==> src/rtl/mux_arb_pkg.sv <==
// Shared types and constants for the mux_arb registered multiplexer/arbiter.
package mux_arb_pkg;

  // Grant mode: fixed channel select or round-robin arbitration.
  typedef enum logic {
    MODE_SEL = 1'b0,
    MODE_RR  = 1'b1
  } mode_t;

  // Width of the optional output-handshake counter.
  localparam int unsigned CNT_W = 16;

endpackage

==> src/rtl/rr_arb.sv <==
// Round-robin arbiter: owns the "last granted" pointer and produces a one-hot
// grant scanning last+1, last+2, ... modulo N. The pointer moves only on advance.
module rr_arb
  import mux_arb_pkg::*;
#(
  parameter int unsigned N    = 4,
  parameter int unsigned SELW = $clog2(N)
) (
  input  logic            clk,
  input  logic            rst,
  input  logic [N-1:0]    req,
  input  logic            advance,
  output logic [N-1:0]    gnt,
  output logic [SELW-1:0] gnt_idx,
  output logic            gnt_any
);

  logic [SELW-1:0] last;

  // Pick the first requester after the previous winner.
  always_comb begin
    int unsigned     pos;
    logic [SELW-1:0] pos_s;
    gnt     = '0;
    gnt_idx = '0;
    gnt_any = 1'b0;
    pos     = 0;
    pos_s   = '0;
    for (int unsigned k = 1; k <= N; k++) begin
      pos   = (int'(last) + k) % N;
      pos_s = SELW'(pos);
      if (!gnt_any && req[pos_s]) begin
        gnt_any    = 1'b1;
        gnt_idx    = pos_s;
        gnt[pos_s] = 1'b1;
      end
    end
  end

  // Pointer register; reset to N-1 so channel 0 wins first.
  always_ff @(posedge clk) begin
    if (rst) begin
      last <= SELW'(N - 1);
    end else if (advance && gnt_any) begin
      last <= gnt_idx;
    end
  end

endmodule

==> src/rtl/mux_arb.sv <==
// N-channel, W-bit registered multiplexer with valid/ready on every port.
// Grants by fixed sel (MODE_SEL) or round-robin (MODE_RR).
// Optional: define MUX_ARB_CNT_EN to add the saturating xfer_cnt port.
module mux_arb
  import mux_arb_pkg::*;
#(
  parameter int unsigned N    = 4,
  parameter int unsigned W    = 8,
  parameter int unsigned SELW = $clog2(N)
) (
  input  logic             clk,
  input  logic             rst,
  input  logic             mode,
  input  logic [SELW-1:0]  sel,
  input  logic [N*W-1:0]   in_data,
  input  logic [N-1:0]     in_valid,
  output logic [N-1:0]     in_ready,
  output logic [W-1:0]     out_data,
  output logic [SELW-1:0]  out_chan,
  output logic             out_valid,
  input  logic             out_ready
`ifdef MUX_ARB_CNT_EN
  ,
  output logic [CNT_W-1:0] xfer_cnt
`endif
);

  mode_t           mode_e;
  logic            load_c;
  logic            xfer_c;
  logic            advance_c;

  logic [N-1:0]    rr_gnt;
  logic [SELW-1:0] rr_idx;
  logic            rr_any;

  logic [N-1:0]    sel_gnt;
  logic [SELW-1:0] sel_idx;
  logic            sel_any;

  logic [N-1:0]    gnt_oh;
  logic [SELW-1:0] gnt_idx;
  logic            gnt_any;
  logic [W-1:0]    gnt_data;

  assign mode_e    = mode_t'(mode);
  // Output register can take a new beat when empty or draining this cycle.
  assign load_c    = !out_valid || out_ready;
  assign xfer_c    = gnt_any && load_c && !rst;
  assign advance_c = xfer_c && (mode_e == MODE_RR);
  assign in_ready  = xfer_c ? gnt_oh : '0;

  rr_arb #(
    .N    (N),
    .SELW (SELW)
  ) u_rr_arb (
    .clk     (clk),
    .rst     (rst),
    .req     (in_valid),
    .advance (advance_c),
    .gnt     (rr_gnt),
    .gnt_idx (rr_idx),
    .gnt_any (rr_any)
  );

  // Fixed-select grant; an out-of-range sel matches no channel.
  always_comb begin
    sel_gnt = '0;
    sel_idx = '0;
    sel_any = 1'b0;
    for (int unsigned i = 0; i < N; i++) begin
      if (SELW'(i) == sel && in_valid[i]) begin
        sel_gnt[i] = 1'b1;
        sel_idx    = SELW'(i);
        sel_any    = 1'b1;
      end
    end
  end

  // Choose the grant source by mode.
  always_comb begin
    gnt_oh  = sel_gnt;
    gnt_idx = sel_idx;
    gnt_any = sel_any;
    if (mode_e == MODE_RR) begin
      gnt_oh  = rr_gnt;
      gnt_idx = rr_idx;
      gnt_any = rr_any;
    end
  end

  // Data mux for the granted channel.
  always_comb begin
    gnt_data = '0;
    for (int unsigned i = 0; i < N; i++) begin
      if (SELW'(i) == gnt_idx) begin
        gnt_data = in_data[i*W +: W];
      end
    end
  end

  // Output register: load on transfer, clear valid on drain, hold otherwise.
  always_ff @(posedge clk) begin
    if (rst) begin
      out_valid <= 1'b0;
      out_data  <= '0;
      out_chan  <= '0;
    end else if (xfer_c) begin
      out_valid <= 1'b1;
      out_data  <= gnt_data;
      out_chan  <= gnt_idx;
    end else if (out_valid && out_ready) begin
      out_valid <= 1'b0;
    end
  end

`ifdef MUX_ARB_CNT_EN
  // Saturating count of output handshakes.
  always_ff @(posedge clk) begin
    if (rst) begin
      xfer_cnt <= '0;
    end else if (out_valid && out_ready && (xfer_cnt != {CNT_W{1'b1}})) begin
      xfer_cnt <= xfer_cnt + CNT_W'(1);
    end
  end
`endif

endmodule

==> config.mk <==
export PLATFORM = sky130hd
export DESIGN_NAME = mux_arb
export DESIGN_NICKNAME = d
export VERILOG_FILES = /design/src/rtl/mux_arb_pkg.sv /design/src/rtl/rr_arb.sv /design/src/rtl/mux_arb.sv
export SDC_FILE = /design/constraint.sdc
export NUM_CORES = 1
export LEC_CHECK = 0
export ABC_CLOCK_PERIOD_IN_PS = 2600
export BUFFER_PORTS_ARGS = -buffer_cell sky130_fd_sc_hd__buf_2
export CAP_MARGIN = 20
export CORE_MARGIN = 5
export CORE_UTILIZATION = 44
export DETAILED_ROUTE_END_ITERATION = 8
export PLACE_DENSITY = 0.77
export SLEW_MARGIN = 5
export SYNTH_ARGS = -nofsm -noshare
export SYNTH_HDL_FRONTEND = slang
export SYNTH_SLANG_ARGS = --single-unit
==> constraint.sdc <==
create_clock -name clk -period 2.6 [get_ports clk]
set_clock_uncertainty 0.2 [all_clocks]
set_input_delay 0.39 -clock clk [delete_from_list [all_inputs] [get_ports clk]]
set_output_delay 0.39 -clock clk [all_outputs]
set_load 0.05 [all_outputs]
=== Yosys cells after proc, flatten, opt, wreduce, memory -nomap -nowiden ===
Cells that the tools add are included.

* Register bits after elaboration: 13
* Output and inout bits: 15
* Input bits: 42
* Logic and storage cells: 98

* Add/subtract/negate cells: 4
* Reductions and logical operators: 25
* Mux-type cells: 48
* Bitwise operators: 3
* Equality and inequality tests: 6
* $lt $le $gt $ge: 8

{| class="wikitable"
|+ Operator list
! cell !! number
|-
| $mux W8 || 4
|-
| $mux W4 || 6
|-
| $mux W1 || 23
|-
| $logic_and A1 B1 Y1 || 16
|-
| $mux W2 || 7
|-
| $lt A2 B3 Y1 const B || 4
|-
| $or A4 B4 Y4 || 3
|-
| $bmux W1 S2 || 4
|-
| $demux W1 S2 || 4
|-
| $eq A2 B2 Y1 const A || 4
|-
| $ge A2 B1 Y1 const B || 4
|-
| $logic_not A1 Y1 || 5
|-
| $add A2 B1 Y2 const B || 2
|-
| $add A2 B2 Y2 const B || 2
|-
| $eq A1 B2 Y1 const A || 2
|-
| $logic_not A2 Y1 || 2
|-
| $reduce_bool A2 Y1 || 1
|-
| $logic_or A1 B1 Y1 || 1
|}

=== Depth between registers and ports, before layout ===
Gate-level depths: netlist of the first run.

* Depth after elaboration: 19
* Depth in mapped cells: 12
* Gate-level depth less buffers: 8

=== Modules after synthesis ===
Synthesis of the first run repeated with hierarchy kept, for this count alone.

* Cell total of the unflattened synthesis: 163
* Area total of the unflattened synthesis: 1,340.0 µm²

{| class="wikitable"
|+ By module, submodules not included
! module !! area each (µm²) !! cells each !! sequential area each (µm²) !! times used
|-
| mux_arb || 803.3 || 99 || 220.2 || 1
|-
| rr_arb || 536.8 || 64 || 40.0 || 1
|}

=== Worst setup path after synthesis of the first run ===
No wires, ideal clock.

* Kind: register to output
* Start point: reg u_rr_arb.last[1]
* End point: out in_ready[1]
* Required time: 2.010 ns
* Arrival: 3.200 ns
* Setup slack: -1.190 ns
* Cell stages (with the launch flop): 9
* Buffers on the path: 2
* Path through: dfxtp_1 buf_2 inv_1 ha_1 buf_4 mux4_2 a2111oi_2 a221oi_1 nor3_1

* Word-level cells in the longest chain between the ends: 17
* Elaborated cells between the ends (all ways): 54
* Classes of those cells: 4 x add/sub; 8 x order compare; 27 x mux; 3 x bitwise; 12 x reduce/logical

{| class="wikitable"
|+ RTL lines
! what !! RTL line !! text
|-
| start: declaration || rr_arb.sv:18 || <nowiki>logic [SELW-1:0] last;</nowiki>
|-
| start signal: assignment || rr_arb.sv:43 || <nowiki>last <= SELW'(N - 1);</nowiki>
|-
| start signal: assignment || rr_arb.sv:45 || <nowiki>last <= gnt_idx;</nowiki>
|-
| branches (longest 16 deep; another with $lt A2 B3 Y1) || n/a ||
|-
| $mux W4 * || mux_arb.sv:51 || <nowiki>assign in_ready = xfer_c ? gnt_oh : '0;</nowiki>
|-
| end: declaration || mux_arb.sv:17 || <nowiki>output logic [N-1:0] in_ready,</nowiki>
|}

Mark *: on every way between the ends. The select of a mux whose other input is x is not followed.

=== Worst setup path in the final report of the first run ===
* Start point: reg u_rr_arb.last[0]
* End point: out in_ready[1]

Same word-level chain as after synthesis.

==> run summary, run 1 <==
The sum of overflow across all layers after global routing came out at 0. The die outline width came out at 67.4 um. The repair_antennas step left the layout with diodes totalling 0.

The number of instances in the placed design came out at 277. For the pin with the worst max-slew slack, the measured transition is 0.570 ns. The core utilization of the finished layout is 68.9%. After synthesis, the cell types taking the most area are sky130_fd_sc_hd__dfxtp_1 (18%), sky130_fd_sc_hd__mux2i_1 (17%), sky130_fd_sc_hd__o221ai_2 (8.3%). The setup slack of the critical path after layout is -0.352 ns. The overall fraction of global-route tracks in use came out at 19.2%. The global-route wire length before repair is 6720 um. The die height came out at 67.4 um. The worst setup path is captured at a primary output. The required time of the critical path came out at 2.01 ns. Port buffering added 56 buffers.

The most numerous cell type found on the critical path is sky130_fd_sc_hd__buf_6. The number of I/O pins is 57. The startpoint type of the worst setup path is a flip-flop. The largest net degree at the start of global routing is 18. The root buffer cell is sky130_fd_sc_hd__clkbuf_4. The gate count after technology mapping is 163. The worst setup slack after placement came out at -0.0838 ns. The fraction of layout instances using a drive strength above 1 is 51.2%. The ratio of total power to cell area is 436 nW/um^2. The net count after synthesis is 213.

The largest total area in the synthesized netlist belongs to sky130_fd_sc_hd__dfxtp_1. The remaining antenna violation count came out at 0. The worst path uses 114% of the clock period. The number of design-rule violations left by the first detailed-router iteration came out at 37. The design draws 931 uW. The count of distinct cell types in the synthesized netlist came out at 45.

The starting density of the core came out at 46.8%. The top achievable clock speed came out at 339 MHz. The routed layout has 1542 vias.

After synthesis the netlist holds a flip-flop and latch count of 13. Summed over all cells, the static leakage comes to 0.963 nW. The critical path goes through buf_6 > mux4_2 > a2111oi_4 > buf_4 > a221oi_2 > nor3_4 > buf_6. The count of non-filler cells in the finished layout came out at 284. A synthesized cell averages 8.90 um^2. The placeable core region came out at 3100 um^2.

The count of maximum capacitance violations came out at 0. Before antenna repair, the detailed router went through 6 iterations. The weighted congestion reported at the end of routability-driven placement is 0.866. The standard cell area after detailed placement came out at 2030 um^2. The final standard cell area without fillers came out at 2140 um^2.

The initial antenna violation count is 0. The number of standard-cell rows in the floorplan came out at 20. The overall routed net length came out at 4150 um. The worst setup path category is flip-flop to primary output. The via count of the first global-routing pass came to 1446.

The number of buffers between clock root and the deepest sink came out at 2. The worst vdd rail ir drop is 341 uV. The delay of the slowest cell on the worst path came out at 0.54 ns. The die outline area is 4550 um^2. The smallest clock period supported by the final layout is computed as 2.95 ns. Hold is met by 0.178 ns.

The arrival time at the worst endpoint is 2.36 ns. The cell area after synthesis is 1450 um^2. Setup repair after global routing could not meet its margin everywhere. The area added between synthesis and finish is 47.3%. The number of buffer and inverter instances along the worst setup path is 3.

The routed wirelength normalized by instance count came out at 14.6 um. The setup violation total in the final timing report is 4. The number of fill cells is 265. The total CTS buffers came out at 3. For this run, the register share of the synthesized area comes to 17.9%. CTS saw 13 sinks.

The worst hold path belongs to the class input port to flip-flop. The kind of cell with the highest combined delay along the critical path is multiplexers. The checks that failed: setup timing. The area share of the largest cell type after synthesis came out at 17.9%. The via density per instance is 5.43. The clock-pin slew on the worst setup and hold paths came out at 0.08 ns. The insertion delay to the later sink of the worst-skew pair came out at 0.28 ns.

The count of hold-fix buffers inserted at cts came out at 0. The final max-slew violation count came to 0. The maximum fanout along the worst path is 5. The count of H-tree levels built during CTS is 1. The hold violation total from the final report is 0. For this run, the number of Yosys warnings is 0. The largest individual stage delay along the critical path comes from the cell sky130_fd_sc_hd__mux4_2. The run finished, with violations left. The half-perimeter wire length of the detailed placement result came out at 3360 um.

The post-detailed-route DRC marker count came out at 0. The number of nets at the end of the flow is 291. TritonCTS built the clock tree.

The remaining max-slew budget at the tightest pin is 61.9%. The setup TNS after final layout came out at -1.25 ns.
[cell type report]
cell class / count / area [um^2] / share of cell area (%)
repair buffers: 87 / 571 / 26.7
clock buffers: 4 / 26.3 / 1.23
well taps: 44 / 55.1 / 2.57
inverters: 7 / 36.3 / 1.70
flip-flops and latches: 13 / 268 / 12.5
multi-input cells: 129 / 1180 / 55.3
[kinds of logic after synthesis]
group,Yosys count,synth area share [%]
buf+inv,21,8.19
flops,13,17.9
fa+ha+maj,8,6.90
mux,27,20.4
compound gates,42,26.9
simple gates,52,19.7
[cells in the final DEF, fill, tap and decap left out, drive strengths merged, types with 2 or more instances in the layout]
cell type and count:
o211ai 3, o21ai 2, a211oi 2, nor2b 4
or3b 3, and3b 3, a31oi 4, or3 4
clkbuf 4, a211o 2, ha 8, inv 7
o221ai 9, nor3 5, mux2i 24, mux4 2
a2111oi 2, a221oi 4, dfxtp 13, nand2 17
o41ai 2, buf 87, nand3 4, nor2 7
a21oi 7
[Yosys cell counts, drive strengths merged]
| cell type | count |
|---|---|
| nor2b | 4 |
| a31oi | 4 |
| buf | 11 |
| a211o | 2 |
| mux2i | 24 |
| o41ai | 2 |
| ha | 8 |
| a211oi | 2 |
| o21ba | 1 |
| o21ai | 2 |
| mux2 | 1 |
| and3b | 3 |
| a311oi | 1 |
| a32oi | 1 |
| or2b | 1 |
| o211ai | 3 |
| nor4 | 1 |
| o21a | 1 |
| and2 | 1 |
| nor2 | 7 |
| or3b | 3 |
| nand2 | 17 |
| a21oi | 7 |
| a221oi | 4 |
| nand3 | 4 |
| mux4 | 2 |
| nor3b | 1 |
| or3 | 4 |
| a2111oi | 2 |
| inv | 7 |
| dfxtp | 13 |
| clkbuf | 3 |
| or2 | 1 |
| nor3 | 5 |
| a311o | 1 |
| o221ai | 9 |
[repair_timing]
item,4_1_cts,5_1_grt
setup buffers,2,1
setup endpoints to repair,4,11
pin swaps,3,6
gates resized for setup,8,6
cloned,0,0
[final timing paths]
path,start,endpoint,slack (ns),depth (start not counted)
setup / recovery,u_rr_arb.last[0]$_SDFFE_PP1P_,in_ready[1],-0.35,7
hold / removal,rst,out_valid$_SDFFE_PP0P_,0.18,2
setup reg to reg,u_rr_arb.last[0]$_SDFFE_PP1P_,out_chan[1]$_SDFFE_PP0P_,0.08,9
hold reg to reg,out_data[7]$_SDFFE_PP0P_,out_data[7]$_SDFFE_PP0P_,0.26,2
[report_power, final]
group	switching, mW	total (mW)	internal, mW
clock network	0.0694	0.129	0.0595
logic	0.324	0.558	0.233
registers	0.0167	0.245	0.228
[layer usage]
layer | routed length [um] | GRT usage, %
met2 | 2290 | 35.0
met1 | 1690 | 23.5
met4 | 13 | 3.04
met5 | 0 | 0
met3 | 152 | 3.66
[state kept, by name, indices dropped and copies added, names as in the netlist]
register and cells:
out_data 8, out_valid 1, u_rr_arb.last 2, out_chan 2
Note: power is estimated with default switching activity, not from simulation.
==> run 2, diff against run 1 <==
- CORE_ASPECT_RATIO: not set -> 2
==> run summary, run 2 (synthesized netlist as in run 1, its figures left out) <==
Data on the critical path is required at its endpoint by 2.01 ns. The worst setup path is launched from a flip-flop. For the pin with the worst max-slew slack, the measured transition is 0.480 ns. The critical path goes through buf_6 > mux4_2 > a2111oi_4 > buf_6 > a221oi_4 > nor3_4 > buf_6.

The fraction of layout instances using a drive strength above 1 came out at 54.7%. The flip-flop count of the largest register after layout came out at 8. The global-route wire length before repair came out at 7670 um. The total CTS buffers came out at 3.

Counting flops per register, the top entry is out_data. The number of buffers inserted by port buffering is 56. The insertion delay to the later sink of the worst-skew pair is 0.24 ns. On the critical path, the stage with the largest delay is an instance of sky130_fd_sc_hd__mux4_2. The overall routed net length is 4830 um.

The number of buffers between clock root and the deepest sink is 2. After layout, the minimum clock period comes to 2.86 ns. The checks that failed: setup timing.

Leaving out fill and tap cells, the most frequent cell in the layout is sky130_fd_sc_hd__buf_2. The setup slack of the critical path after layout came out at -0.263 ns. The delay of the slowest cell on the worst path is 0.54 ns. The ratio of total power to cell area came out at 461 nW/um^2. In the final routed layout, each cell accounts on average for 17.5 um.

The initial antenna violation count is 0. The half-perimeter wire length of the detailed placement result came out at 3940 um. The worst setup path is captured at a primary output.

The arrival time at the worst endpoint came out at 2.27 ns. The tool flagged a number of max-cap violations equal to 0. The largest net degree at the start of global routing is 18. The floorplan has 29 rows.

The top achievable clock speed is 349 MHz. The post-detailed-route DRC marker count came out at 0. The TritonCTS clock tree is yes. The via count of the first global-routing pass came out at 1749. After clock tree synthesis, the clock-pin slew on the worst setup and hold paths is 0.06 ns. In this run the number of H-tree levels came out at 1. The die height came out at 91.2 um. The number of I/O pins is 57.

The first-pass detailed-route iteration total is 4. For this configuration, the core starts out at a cell density of 45.5%. The remaining antenna violation count is 0.

The path class of the tightest hold or removal check is input port to flip-flop. The share of the cycle needed by the critical path after routing is 110%. Summing internal, switching and leakage power gives 1.02 mW. The largest registers in the layout are out_data x8, out_chan x2, u_rr_arb.last x2. The hold violation total from the final report is 0. The worst slack on hold paths is 0.232 ns. Along the worst path, the maximum fanout reaches 4. The area added between synthesis and finish came out at 52.1%. In the layout the commonest cells are sky130_fd_sc_hd__buf_2 (53), sky130_fd_sc_hd__buf_4 (30), sky130_fd_sc_hd__mux2i_1 (23), sky130_fd_sc_hd__nand2_1 (17), sky130_fd_sc_hd__dfxtp_1 (11). The flow ran to the end, but the final reports show violations.

The total number of vias is 1636. After the last flow step, the layout net total stands at 296. The worst vdd rail ir drop came out at 336 uV. The placeable core region is 3190 um^2.

The diode insertion count for antenna repair came out at 0. The via density per instance came out at 5.93. Measured against its own limit, the worst slew margin works out to 68.0%. The critical path is of the flip-flop to primary output type. The die outline width is 50.6 um.

The total overflow left after global routing is 0. Setup repair after global routing could not meet its margin everywhere. The final max-slew violation count came out at 0.

The count of hold-fix buffers inserted at cts is 0. The root buffer cell is sky130_fd_sc_hd__clkbuf_8. The clock net sink count came out at 13. The die covers 4620 um^2. Setup violations remaining at the end of the flow were counted as 4. For this design the static power due to leakage is 0.999 nW. For this block, the initial DRC count from the detailed router was 20. The overall fraction of global-route tracks in use came out at 20.5%.

Routability-driven placement finished with a final weighted congestion of 0.939. The cell that appears most often on the critical path is sky130_fd_sc_hd__buf_6.
run 2: cell types whose count changed in the layout (fill, tap and decap cells not counted), moves of 2 or more:
cell                       previous run  this run
sky130_fd_sc_hd__buf_4               27        30
sky130_fd_sc_hd__clkbuf_4             3         0
sky130_fd_sc_hd__clkbuf_8             0         3
sky130_fd_sc_hd__nor2b_1              4         2
sky130_fd_sc_hd__nor2b_2              0         2
run 2: repair_timing:
action                     CTS  global route
pin swaps                    3             6
cloned                       0             1
setup endpoints to repair   12            13
setup buffers                3             1
resized for setup            9            12
run 2: critical path, delay by kind of cell (launching register included):
kind                   cells  cell delay [ns]
muxes                      1             0.54
and+or+nand+nor            1             0.22
AOI/OAI and AO/OA          2             0.39
buffers and inverters      3             0.47
DFF                        1             0.40
run 2: final timing paths:
| kind | from | cells after the start | slack (ns) | end |
|---|---|---|---|---|
| worst max register to register | u_rr_arb.last[0]$_SDFFE_PP1P_ | 9 | 0.01 | out_data[5]$_SDFFE_PP0P_ |
| worst min register to register | out_data[1]$_SDFFE_PP0P_ | 2 | 0.26 | out_data[1]$_SDFFE_PP0P_ |
| worst min-delay path | rst | 2 | 0.23 | out_valid$_SDFFE_PP0P_ |
| worst max-delay path | u_rr_arb.last[0]$_SDFFE_PP1P_ | 7 | -0.26 | in_ready[3] |
run 2: area by class of cell:
| cell class | count | area [um^2] |
|---|---|---|
| clock buffer | 4 | 45.0 |
| inverter | 7 | 36.3 |
| fill | 276 | 986 |
| sequential | 13 | 268 |
| timing repair buffer | 92 | 609 |
| multi-input combinational | 129 | 1210 |
| tap | 31 | 38.8 |
run 2: power breakdown:
part           internal [mW]  total [mW]  switching (mW)  leakage (nW)
Combinational          0.252       0.596           0.344         0.868
Sequential             0.229       0.247          0.0178         0.108
Clock                  0.108       0.176          0.0679        0.0228
Total                  0.589        1.02           0.430         0.999
run 2: through the flow:
step | setup slack (ns) | TNS (ns) | utilization (%) | std cells | instance area, um^2
floorplan | -0.240 | -0.930 | - | 163 | 1570
global placement | -0.0740 | -0.267 | 63.8 | 267 | 2040
detailed placement | -0.150 | -0.645 | 63.8 | 267 | 2040
CTS | -0.294 | -1.14 | 66.8 | 274 | 2130
global route | -0.321 | -1.99 | 69.1 | 276 | 2210
finish | -0.263 | -0.903 | 69.1 | 276 | 2210
run 2: per-layer routing:
metal	global-route usage (%)	up-vias	wire, um
li1	-	787	-
met1	19.0	785	1540
met2	42.0	58	3000
met3	1.97	6	209
met4	7.25	0	69
met5	0	-	0
